[config.mk]
export PLATFORM = sky130hd
export DESIGN_NAME = pll_lock_controller
export DESIGN_NICKNAME = d
export VERILOG_FILES = /design/src/rtl/pll_lock_controller.sv
export SDC_FILE = /design/constraint.sdc
export NUM_CORES = 1
export LEC_CHECK = 0
export ABC_AREA = 1
export BUFFER_PORTS_ARGS = -buffer_cell sky130_fd_sc_hd__buf_2
export CAP_MARGIN = 0
export CORE_ASPECT_RATIO = 1.1
export CORE_UTILIZATION = 59
export CTS_CLUSTER_SIZE = 40
export DETAILED_ROUTE_END_ITERATION = 7
export GPL_TIMING_DRIVEN = 0
export PLACE_DENSITY = 0.9
export SYNTH_ARGS = -nofsm -noshare
export SYNTH_HDL_FRONTEND = slang
export SYNTH_SLANG_ARGS = --single-unit
[constraint.sdc]
create_clock -name CLK -period 2.1 [get_ports CLK]
set_clock_uncertainty 0.05 [all_clocks]
set_input_delay 0.21 -clock CLK [delete_from_list [all_inputs] [get_ports CLK]]
set_output_delay 0.21 -clock CLK [all_outputs]
set_load 0.01 [all_outputs]
[src/rtl/pll_lock_controller.sv]
// Power-up sequencer for one PLL: start-up delay, lock wait with timeout, lock qualification, bounded retries.
// All outputs registered and reflect the new state on the transition edge; PLL_LOCK sees 2 cycles of sync latency.
module pll_lock_controller #(
  parameter int STARTUP_DELAY = 16,
  parameter int LOCK_TIMEOUT  = 1024,
  parameter int LOCK_STABLE   = 64,
  parameter int RETRY_GAP     = 32,
  parameter int MAX_RETRIES   = 3
) (
  input  logic       CLK,
  input  logic       RESET,
  input  logic       START,
  input  logic       PLL_LOCK,
  output logic       PLL_EN,
  output logic       CLK_GATE_EN,
  output logic       READY,
  output logic       FAIL,
  output logic [3:0] RETRY_COUNT,
  output logic [2:0] STATE
);

  localparam int TMAX0 = (STARTUP_DELAY > RETRY_GAP) ? STARTUP_DELAY : RETRY_GAP;
  localparam int TMAX  = (TMAX0 > LOCK_TIMEOUT) ? TMAX0 : LOCK_TIMEOUT;
  localparam int TW    = $clog2(TMAX + 1);
  localparam int SW    = $clog2(LOCK_STABLE + 1);

  localparam logic [TW-1:0] SD_LAST = TW'(STARTUP_DELAY - 1);
  localparam logic [TW-1:0] LT_LAST = TW'(LOCK_TIMEOUT - 1);
  localparam logic [TW-1:0] LT_SAT  = TW'(LOCK_TIMEOUT);
  localparam logic [TW-1:0] RG_LAST = TW'(RETRY_GAP - 1);
  localparam logic [SW-1:0] LS_LAST = SW'(LOCK_STABLE - 1);
  localparam logic [3:0]    MAX_RC  = 4'(MAX_RETRIES);

  typedef enum logic [2:0] {
    S_IDLE      = 3'd0,
    S_PWRUP     = 3'd1,
    S_WAIT_LOCK = 3'd2,
    S_STABLE    = 3'd3,
    S_RUN       = 3'd4,
    S_RETRY_OFF = 3'd5,
    S_FAILED    = 3'd6
  } state_t;

  state_t        state, state_nxt;
  logic [TW-1:0] tcnt, tcnt_nxt;
  logic [SW-1:0] scnt, scnt_nxt;
  logic [3:0]    rc, rc_nxt;
  logic          retry_req;
  logic          lk_m, lk_s;

  always_ff @(posedge CLK or posedge RESET) begin
    if (RESET) begin
      lk_m <= 1'b0;
      lk_s <= 1'b0;
    end else begin
      lk_m <= PLL_LOCK;
      lk_s <= lk_m;
    end
  end

  always_ff @(posedge CLK or posedge RESET) begin
    if (RESET) begin
      state <= S_IDLE;
      tcnt  <= '0;
      scnt  <= '0;
      rc    <= '0;
    end else begin
      state <= state_nxt;
      tcnt  <= tcnt_nxt;
      scnt  <= scnt_nxt;
      rc    <= rc_nxt;
    end
  end

  // tcnt is shared by the three timed states; it is left frozen in STABLE so a
  // lock glitch resumes the original timeout budget instead of restarting it.
  always_comb begin
    state_nxt = state;
    tcnt_nxt  = tcnt;
    scnt_nxt  = scnt;
    rc_nxt    = rc;
    retry_req = 1'b0;
    if (!START) begin
      state_nxt = S_IDLE;
      tcnt_nxt  = '0;
      scnt_nxt  = '0;
      rc_nxt    = '0;
    end else begin
      case (state)
        S_IDLE: begin
          state_nxt = S_PWRUP;
          tcnt_nxt  = '0;
        end
        S_PWRUP: begin
          if (tcnt >= SD_LAST) begin
            state_nxt = S_WAIT_LOCK;
            tcnt_nxt  = '0;
          end else begin
            tcnt_nxt = tcnt + 1'b1;
          end
        end
        S_WAIT_LOCK: begin
          if (tcnt < LT_SAT) tcnt_nxt = tcnt + 1'b1;
          if (lk_s) begin
            state_nxt = S_STABLE;
            scnt_nxt  = '0;
          end else if (tcnt >= LT_LAST) begin
            retry_req = 1'b1;
          end
        end
        S_STABLE: begin
          if (!lk_s) begin
            state_nxt = S_WAIT_LOCK;
          end else if (scnt >= LS_LAST) begin
            state_nxt = S_RUN;
          end else begin
            scnt_nxt = scnt + 1'b1;
          end
        end
        S_RUN: begin
          if (!lk_s) retry_req = 1'b1;
        end
        S_RETRY_OFF: begin
          if (tcnt >= RG_LAST) begin
            state_nxt = S_WAIT_LOCK;
            tcnt_nxt  = '0;
          end else begin
            tcnt_nxt = tcnt + 1'b1;
          end
        end
        S_FAILED: state_nxt = S_FAILED;
        default:  state_nxt = S_IDLE;
      endcase

      if (retry_req) begin
        tcnt_nxt = '0;
        scnt_nxt = '0;
        if (rc < MAX_RC) begin
          state_nxt = S_RETRY_OFF;
          rc_nxt    = rc + 4'd1;
        end else begin
          state_nxt = S_FAILED;
        end
      end
    end
  end

  // Outputs decode the next state so they switch on the transition edge itself.
  always_ff @(posedge CLK or posedge RESET) begin
    if (RESET) begin
      PLL_EN      <= 1'b0;
      CLK_GATE_EN <= 1'b0;
      READY       <= 1'b0;
      FAIL        <= 1'b0;
    end else begin
      PLL_EN      <= (state_nxt == S_WAIT_LOCK) || (state_nxt == S_STABLE) ||
                     (state_nxt == S_RUN);
      CLK_GATE_EN <= (state_nxt == S_RUN);
      READY       <= (state_nxt == S_RUN);
      FAIL        <= (state_nxt == S_FAILED);
    end
  end

  assign RETRY_COUNT = rc;
  assign STATE       = state;

endmodule

==> results of run 1 <==
final timing paths:
kind | to | slack, ns
min in group CLK | RETRY_COUNT[2] | 0.12
hold reg to reg | lk_s | 0.31
max in group asynchronous | scnt[2] | 1.22
setup reg to reg | tcnt[10] | 0.25
hold / removal | lk_s | 0.11
setup / recovery | tcnt[10] | 0.25
layer usage:
metal / GRT usage / part of all wire / vias to the layer above
li1: - / - / 780
met1: 0.287 / 0.45 / 712
met2: 0.425 / 0.50 / 21
met3: 0.0487 / 0.028 / 5
met4: 0.110 / 0.012 / 0
met5: 0 / 0 / -
per-stage QoR:
| stage | area [um^2] | setup WS, ns |
|---|---|---|
| 2_1_floorplan | 1780 | 0.521 |
| 6_report | 1960 | 0.246 |
| 4_1_cts | 1960 | 0.243 |
| 3_5_place_dp | 1890 | 0.263 |
| 5_1_grt | 1960 | 0.0774 |
| 3_3_place_gp | 1890 | 0.294 |
power by group through the flow:
stage	logic, mW	registers (mW)	clock network [mW]
floorplan	0.0534	0.615	0
CTS	0.0854	0.601	0.365
global route	0.0936	0.603	0.390
finish	0.0844	0.602	0.355
detailed placement	0.0836	0.613	0
global placement	0.0813	0.612	0
repair_timing:
item	in CTS	in global routing
endpoints found under the hold margin	1	0
endpoints found under the setup margin	0	0
hold buffers	1	0
cell type report:
class / instances / share of cell area
buffer: 1 / 0.00382
sequential: 30 / 0.382
clock inverter: 1 / 0.00255
tap: 33 / 0.0210
timing repair buffer: 15 / 0.0408
multi-input combinational: 166 / 0.461
clock buffer: 7 / 0.0280
inverter: 31 / 0.0605
critical path, cell delays in order, from the launching register on:
cell and delay (ns):
dfrtp_1 0.42, ha_1 0.21, nand3_1 0.11, nor2_1 0.20, nor2_1 0.09, nand3_2 0.09, nand3_1 0.18, o21ai_4 0.31
nor2_1 0.08
registers in the layout, indices dropped and copies added (netlist names):
register / flops
RETRY_COUNT: 4
scnt: 7
tcnt: 11
READY: 1
lk_m: 1
STATE: 3
lk_s: 1
FAIL: 1
PLL_EN: 1
cell usage after synthesis:
| master | n |
|---|---|
| o211ai_1 | 1 |
| dfrtp_1 | 30 |
| nor3_2 | 2 |
| xor2_1 | 8 |
| nor2_1 | 37 |
| nor2_4 | 2 |
| nand3_1 | 16 |
| nand3_2 | 4 |
| a21oi_2 | 1 |
| o22ai_1 | 1 |
| nor3_1 | 7 |
| buf_4 | 1 |
| nand2_2 | 5 |
| nand2_4 | 1 |
| o21ai_0 | 8 |
| nand4_1 | 7 |
| nand2_1 | 45 |
| inv_1 | 25 |
| inv_4 | 1 |
| ha_1 | 3 |
| a21oi_1 | 8 |
| o21ai_4 | 1 |
| nand4_2 | 1 |
| a21oi_4 | 1 |
| inv_2 | 5 |
| nor2_2 | 4 |
| nand3_4 | 1 |
| or2_2 | 1 |
| o21a_2 | 1 |
cells by family (layout without fill, tap and decap cells):
logic type,count (synthesis),after routing,share of synthesized area
simple gates,133,133,0.367
buf+inv,32,55,0.0709
fa+ha+maj,3,3,0.0211
compound gates,22,22,0.0808
xor+xnor,8,8,0.0393
flops,30,30,0.421
==> results.md, run 1 <==
- The internal power consumption is 0.779 mW.
- The final RePlAce weighted congestion is 0.832.
- The count of cells along the worst register-to-register path is 8.
- Summed over all layers, the routed wires come to 3470 um.
- Of the total power, the share spent switching nets is 0.252.
- The area enclosed by the die boundary is 0.00324 mm^2.
- The first global-routing pass estimated approximately 5700 um of wire.
- The timing-limited maximum frequency is 539 MHz.
- The sequential cell area is between 700 and 800 um^2.
- In this run the mean area of a mapped cell was 7.81 um^2.
- The number of antenna violations at the first check in global routing is 0.
- The analysis attributes to net switching a power of around 0.26 mW.
- In this run the deepest clock path goes through 2 buffers.
- The type of the worst setup path is reg2reg.
- The diode insertion count for antenna repair is 0.
- The number of global-route vias before repair was 1413.
- In the final design database the tool counted approximately 260 nets.
- CTS saw 30 sinks.
- The total global-route track usage is 0.246.
- Subtracting the final worst setup slack from the clock period gives between 1.5 and 2 ns.
- The die span in x is 54.4 um.
- The post-cts gate resize count is 0.
- In this run the worst path has a maximum fanout of 8.
- During placement, the flow inserted port buffers numbering 14.
- The vertical extent of the die is roughly 60 um.
- The class of the tightest hold or removal check is in2async.
- The count of TritonRoute iterations in the first routing pass is 4.
- The master cell of the clock root buffer is clkbuf_4.
- Once placement completed, the tool counted placed cells totaling 275.
- The share of the synthesized area in the top cell type is 0.421.
- Synthesis inferred 30 register bits.
- After floorplanning, the core was divided into 20 placement rows.
- Dividing the detail-routed via count by the number of cells gives 5.35.
- The sequential element share of the synthesized area is 0.421.
- The launching element type of the critical path is a flip-flop.
- The finished layout holds 284 standard cells, fillers aside.
- In this run the post-CTS setup repair buffer count came out at 0.
- The detail route stage leaves a number of antenna-violating nets equal to 0.
- The transition time of the tightest slew-check pin is roughly 1.1 ns.
- After floorplanning, the core was sized to cover 0.00283 mm^2.
- Leaving out fill and tap cells, the most frequent cells in the layout are nand2_1, nor2_1, dfrtp_1.
- Counting the buffers created by CTS gives 5.
- The share of total power dissipated in combinational logic is 0.081.
- After global routing the overflow that remains totals 0.
- The final standard cell utilization of the core is 0.694.
- The count of unresolved DRC violations after routing is 0.
- The part of the power in registers is 0.578.
- TritonCTS built the clock tree.
- In the finished design, the share of the clock period the worst path needs comes to 0.883.
- In this run the critical register-to-register path is launched from tcnt[0].
- The number of slew-limit violations in the final report was 0.
- The launching instance or port of the critical path is tcnt[0].
- The DRC marker count from the first detailed-route iteration is 39.
- In the final layout, the multi-input gates occupy 905 um^2.
- The run finished with clean final reports.
- By area the synthesized netlist is led by dfrtp_1, nand2_1, nor2_1.
- The maximum number of pins on one net before global-route repair is 31.
- Setup repair after global routing left no endpoint under its margin.
- The cell area power density is 530 mW/mm^2.
- The largest total area in the synthesized netlist belongs to dfrtp_1.
- The layout has 222 filler cells.
- In the final timing run, aggregate negative setup slack is 0 ns.
- The number of nets in the synthesized netlist is between 200 and 250.
- Max-cap violations in this run came to 0.
- The number of distinct standard cells referenced by the synthesized netlist is 29.
- The deepest level of the CTS H-tree is 2.
- Across the VDD grid, the largest voltage drop is 0.000415 V.
- Dividing the detail-routed wire length by the instance count gives 12.2 um.
- The cell count after synthesis came out at 228.
- The synthesized cell area is 0.00178 mm^2.
- In this run the tightest slew margin relative to its limit is 0.257.
- The total count of hold-check failures in the final report is 0.
- For the worst-skew pair, the clock arrives at the later sink with an insertion delay of 0.32 ns.
- The routed layout has between 1500 and 2000 vias.
- Overall power consumption after layout is estimated at 1.04 mW.
- The number of placed I/O pins is 15.
- At the worst endpoint, the required time is 2.26 ns.
- In this run the static leakage power is 0.958 nW.
- The count of synthesis-stage warnings from yosys is 0.
- Data arrives at the worst endpoint at 2.02 ns.
- The total half-perimeter wirelength after legalization and detailed placement is 2520 um.
- The most common library cell in the layout ignoring fill and taps is nand2_1.
- The final setup violation count is 0.
- The worst setup path is captured at a flip-flop.
- The starting density of the core is 0.630.
- The growth of design area from synthesis to finish is 10.2%.
- Of the cells placed in the final design, the portion with a size suffix greater than 1 is 0.211.
- The final hold slack is 0.108 ns.
- The clock network fraction of total power is 0.341.
- After clock tree synthesis, the clock-pin slew on the worst setup and hold paths is 0.09 ns.
(Power assumes the default switching activity.)
==> run 2, diff against run 1 <==
--- a/config.mk
+++ b/config.mk
@@ -8,12 +8,13 @@
 export ABC_AREA = 1
 export BUFFER_PORTS_ARGS = -buffer_cell sky130_fd_sc_hd__buf_2
 export CAP_MARGIN = 0
-export CORE_ASPECT_RATIO = 1.1
+export CORE_ASPECT_RATIO = 0.8
 export CORE_UTILIZATION = 59
 export CTS_CLUSTER_SIZE = 40
 export DETAILED_ROUTE_END_ITERATION = 7
 export GPL_TIMING_DRIVEN = 0
 export PLACE_DENSITY = 0.9
+export SKIP_CTS_REPAIR_TIMING = 1
 export SYNTH_ARGS = -nofsm -noshare
 export SYNTH_HDL_FRONTEND = slang
 export SYNTH_SLANG_ARGS = --single-unit
==> run 2 against run 1 <==
Effect of this change: maximum frequency fell by 4.6%; flip-flop and latch count unchanged; register-to-register slack got worse by 0.09 ns; combinational power hardly changed; die area hardly changed; critical path type unchanged; largest cell class unchanged; sequential power about the same; first-iteration DRC count rose to 3.3 times the previous value; sequential share of layout area down 1.1 points; total power rose by 22%; routed wire length grew 6.5%; via count grew 2.9%.
==> results.md, run 2 (synthesis results as in run 1) <==
- The run finished with clean final reports.
- The arrival time at the worst endpoint is 2.05 ns (+0.03 ns).
- The transition time of the tightest slew-check pin came to 1.10 ns (-0.00911 ns).
- The final total power was 1.27 mW (+22%).
- The global route total overflow is 0 (unchanged).
- The count of TritonRoute iterations in the first routing pass is 4 (unchanged).
- The library cell used most frequently in the layout, excluding fill and tap cells, is nand2_1.
- STA classifies the critical path startpoint as a flip-flop.
- The portion of the clock cycle consumed by the worst path in the final layout is 0.926 (+0.0430).
- The maximum number of pins on one net before global-route repair is 31 (unchanged).
- The maximum buffer depth of the clock tree came to 2 (unchanged).
- The final total negative setup slack is 0 ns (unchanged).
- The register name with the most flops is tcnt.
- The routed wirelength normalized by instance count was 12.8 um (+5.0%).
- The starting density of the core is 0.635 (+0.00449).
- The post-route non-filler standard cell count is 288 (+1.4%).
- The final critical delay including setup and external delays is 1.94 ns (+0.0904 ns).
- The deepest level of the CTS H-tree is 2 (unchanged).
- The peak ir drop on the vdd network is 0.000497 V (+20%).
- The final RePlAce weighted congestion is 0.913 (+9.7%).
- The total number of placement rows is 17 (-15%).
- The detailed-route vias per instance is 5.42 (+1.5%).
- The floorplan core area is 0.00281 mm^2 (-0.71%).
- The number of sinks handled by clock tree synthesis is 30 (unchanged).
- The final setup violation count is 0 (unchanged).
- The peak per-stage delay on the critical path is 0.40 ns (-0.02 ns).
- The static power due to leakage is 0.980 nW (+2.3%).
- Among cell families on the critical path, the largest total delay comes from simple AND/OR/NAND/NOR gates.
- Compared with the post-synthesis result, the final layout area differs by 13.5%.
- The diode insertion count for antenna repair is 0 (unchanged).
- The library cells used most frequently in the layout, excluding fill and tap cells, are nand2_1, nor2_1, dfrtp_1.
- The clock-pin transition on the worst setup and hold timing paths came to 0.06 ns (-0.03 ns).
- The timing-limited maximum frequency came to 514 MHz (-4.6%).
- The sum of buffers and inverters on the critical path was 0 (unchanged).
- The most prevalent standard cell on the critical path is nor2_1.
- The total global-route track usage was 0.265 (+0.0188).
- The signal on the critical path passes through ha_1 -> nand3_1 -> nor2_1 -> nor2_1 -> nand3_2 -> nand3_1 -> o21ai_4 -> nor2_1.
- The DRC marker count from the first detailed-route iteration was 129 (+230%).
- The die span in x is 63.4 um (+17%).
- The number of vias in the routed layout is 1562 (+2.9%).
- The number of instances in the placed design came to 280 (+1.8%).
- The insertion delay to the later sink of the worst-skew pair is 0.28 ns (-0.04 ns).
- The number of slew-limit violations in the final report was 0 (unchanged).
- The endpoint type of the worst setup path is a flip-flop.
- TritonCTS built the clock tree.
- The highest net fanout along the worst path is 8 (unchanged).
- The number of buffers added on ports is 14 (unchanged).
- The number of buffers created by CTS is 5 (unchanged).
- The ratio of cells with drive above 1 in the final layout is 0.212 (+0.000845).
- The area enclosed by the die boundary is 0.00324 mm^2 (about the same).
- The number of placed I/O pins is 15 (unchanged).
- The final hold slack came to 0.155 ns (+0.0469 ns).
- The type of the worst setup path is reg2reg.
- Setup repair after global routing left no endpoint under its margin.
- The final standard cell utilization of the core is 0.720 (+0.0259).
- The slowest cell on the critical path is dfrtp_1.
- The required time at the worst-slack endpoint is 2.21 ns (-0.05 ns).
- The wire length of the first global-routing pass is 6450 um (+13%).
- The cell area power density was 629 mW/mm^2 (+19%).
- The count of unresolved DRC violations after routing is 0 (unchanged).
- The number of nets in the layout is 257 (unchanged).
- The sum of routed wire length over all layers is 3690 um (+6.5%).
- The post-detailed-route count of antenna-violating nets is 0 (unchanged).
- The number of flip-flops in the largest register is 11 (unchanged).
- The remaining max-slew budget at the tightest pin is 0.263 (+0.00608).
- The max-cap check violation count is 0 (unchanged).
- The number of antenna violations at the first check in global routing was 0 (unchanged).
- The vertical extent of the die was 51.2 um (-14%).
- The master cell of the clock root buffer is clkbuf_8.
- The total count of hold-check failures in the final report is 0 (unchanged).
- The total half-perimeter wirelength after legalization and detailed placement was 2700 um (+7.1%).
- The path class of the tightest hold or removal check is in2async.
- The number of global-route vias before repair came to 1481 (+4.8%).
-- run 2: changes by cell type in the layout (fill, tap and decap cells not counted), sizes merged --
cell | previous run | this run
bufinv | 0 | 1
clkbuf | 7 | 6
clkinv | 1 | 0
-- run 2: final timing paths --
path                               from              to  slack [ns]  cells after the start
worst max-delay path            tcnt[0]        tcnt[10]        0.16                      8
worst min-delay path              RESET         tcnt[0]        0.15                      2
worst max register to register  tcnt[0]        tcnt[10]        0.16                      8
worst min register to register     lk_m            lk_s        0.30                      0
max in group asynchronous         RESET         scnt[5]        1.18                      2
min in group CLK                  START  RETRY_COUNT[3]        0.16                      3
-- run 2: worst reg2reg max path, delay by kind of cell, from the launching register on --
| kind | cells | cell delay (ns) |
|---|---|---|
| adder cells (fa/ha/maj) | 1 | 0.23 |
| AO/OA/AOI/OAI | 1 | 0.31 |
| AND/OR/NAND/NOR | 6 | 0.84 |
| flip-flops | 1 | 0.40 |
-- run 2: cell type report --
| type | instances | area (um^2) |
|---|---|---|
| Multi-Input combinational cell | 166 | 905 |
| Fill cell | 227 | 786 |
| Sequential cell | 30 | 751 |
| Inverter | 31 | 119 |
| Clock buffer | 6 | 82.6 |
| Timing Repair Buffer | 15 | 80.1 |
| Tap cell | 38 | 47.5 |
| Clock inverter | 1 | 30.0 |
| Buffer | 1 | 7.51 |
-- run 2: where the power goes --
group | switching (mW) | internal (mW)
sequential | 0.0117 | 0.591
clock | 0.207 | 0.379
combinational | 0.0575 | 0.0269
total | 0.276 | 0.996
-- run 2: per-stage QoR --
| step | setup slack [ns] | cell area (um^2) |
|---|---|---|
| 3_3_place_gp | 0.278 | 1900 |
| 4_1_cts | 0.197 | 2010 |
| 2_1_floorplan | 0.521 | 1780 |
| 6_report | 0.156 | 2020 |
| 3_5_place_dp | 0.213 | 1900 |
| 5_1_grt | 0.0507 | 2020 |
-- run 2: routing by layer --
metal	GRT usage	share of wire	up-vias
li1	-	-	780
met4	0.102	0.014	0
met3	0.0692	0.058	5
met1	0.344	0.46	741
met5	0	0	-
met2	0.427	0.47	36
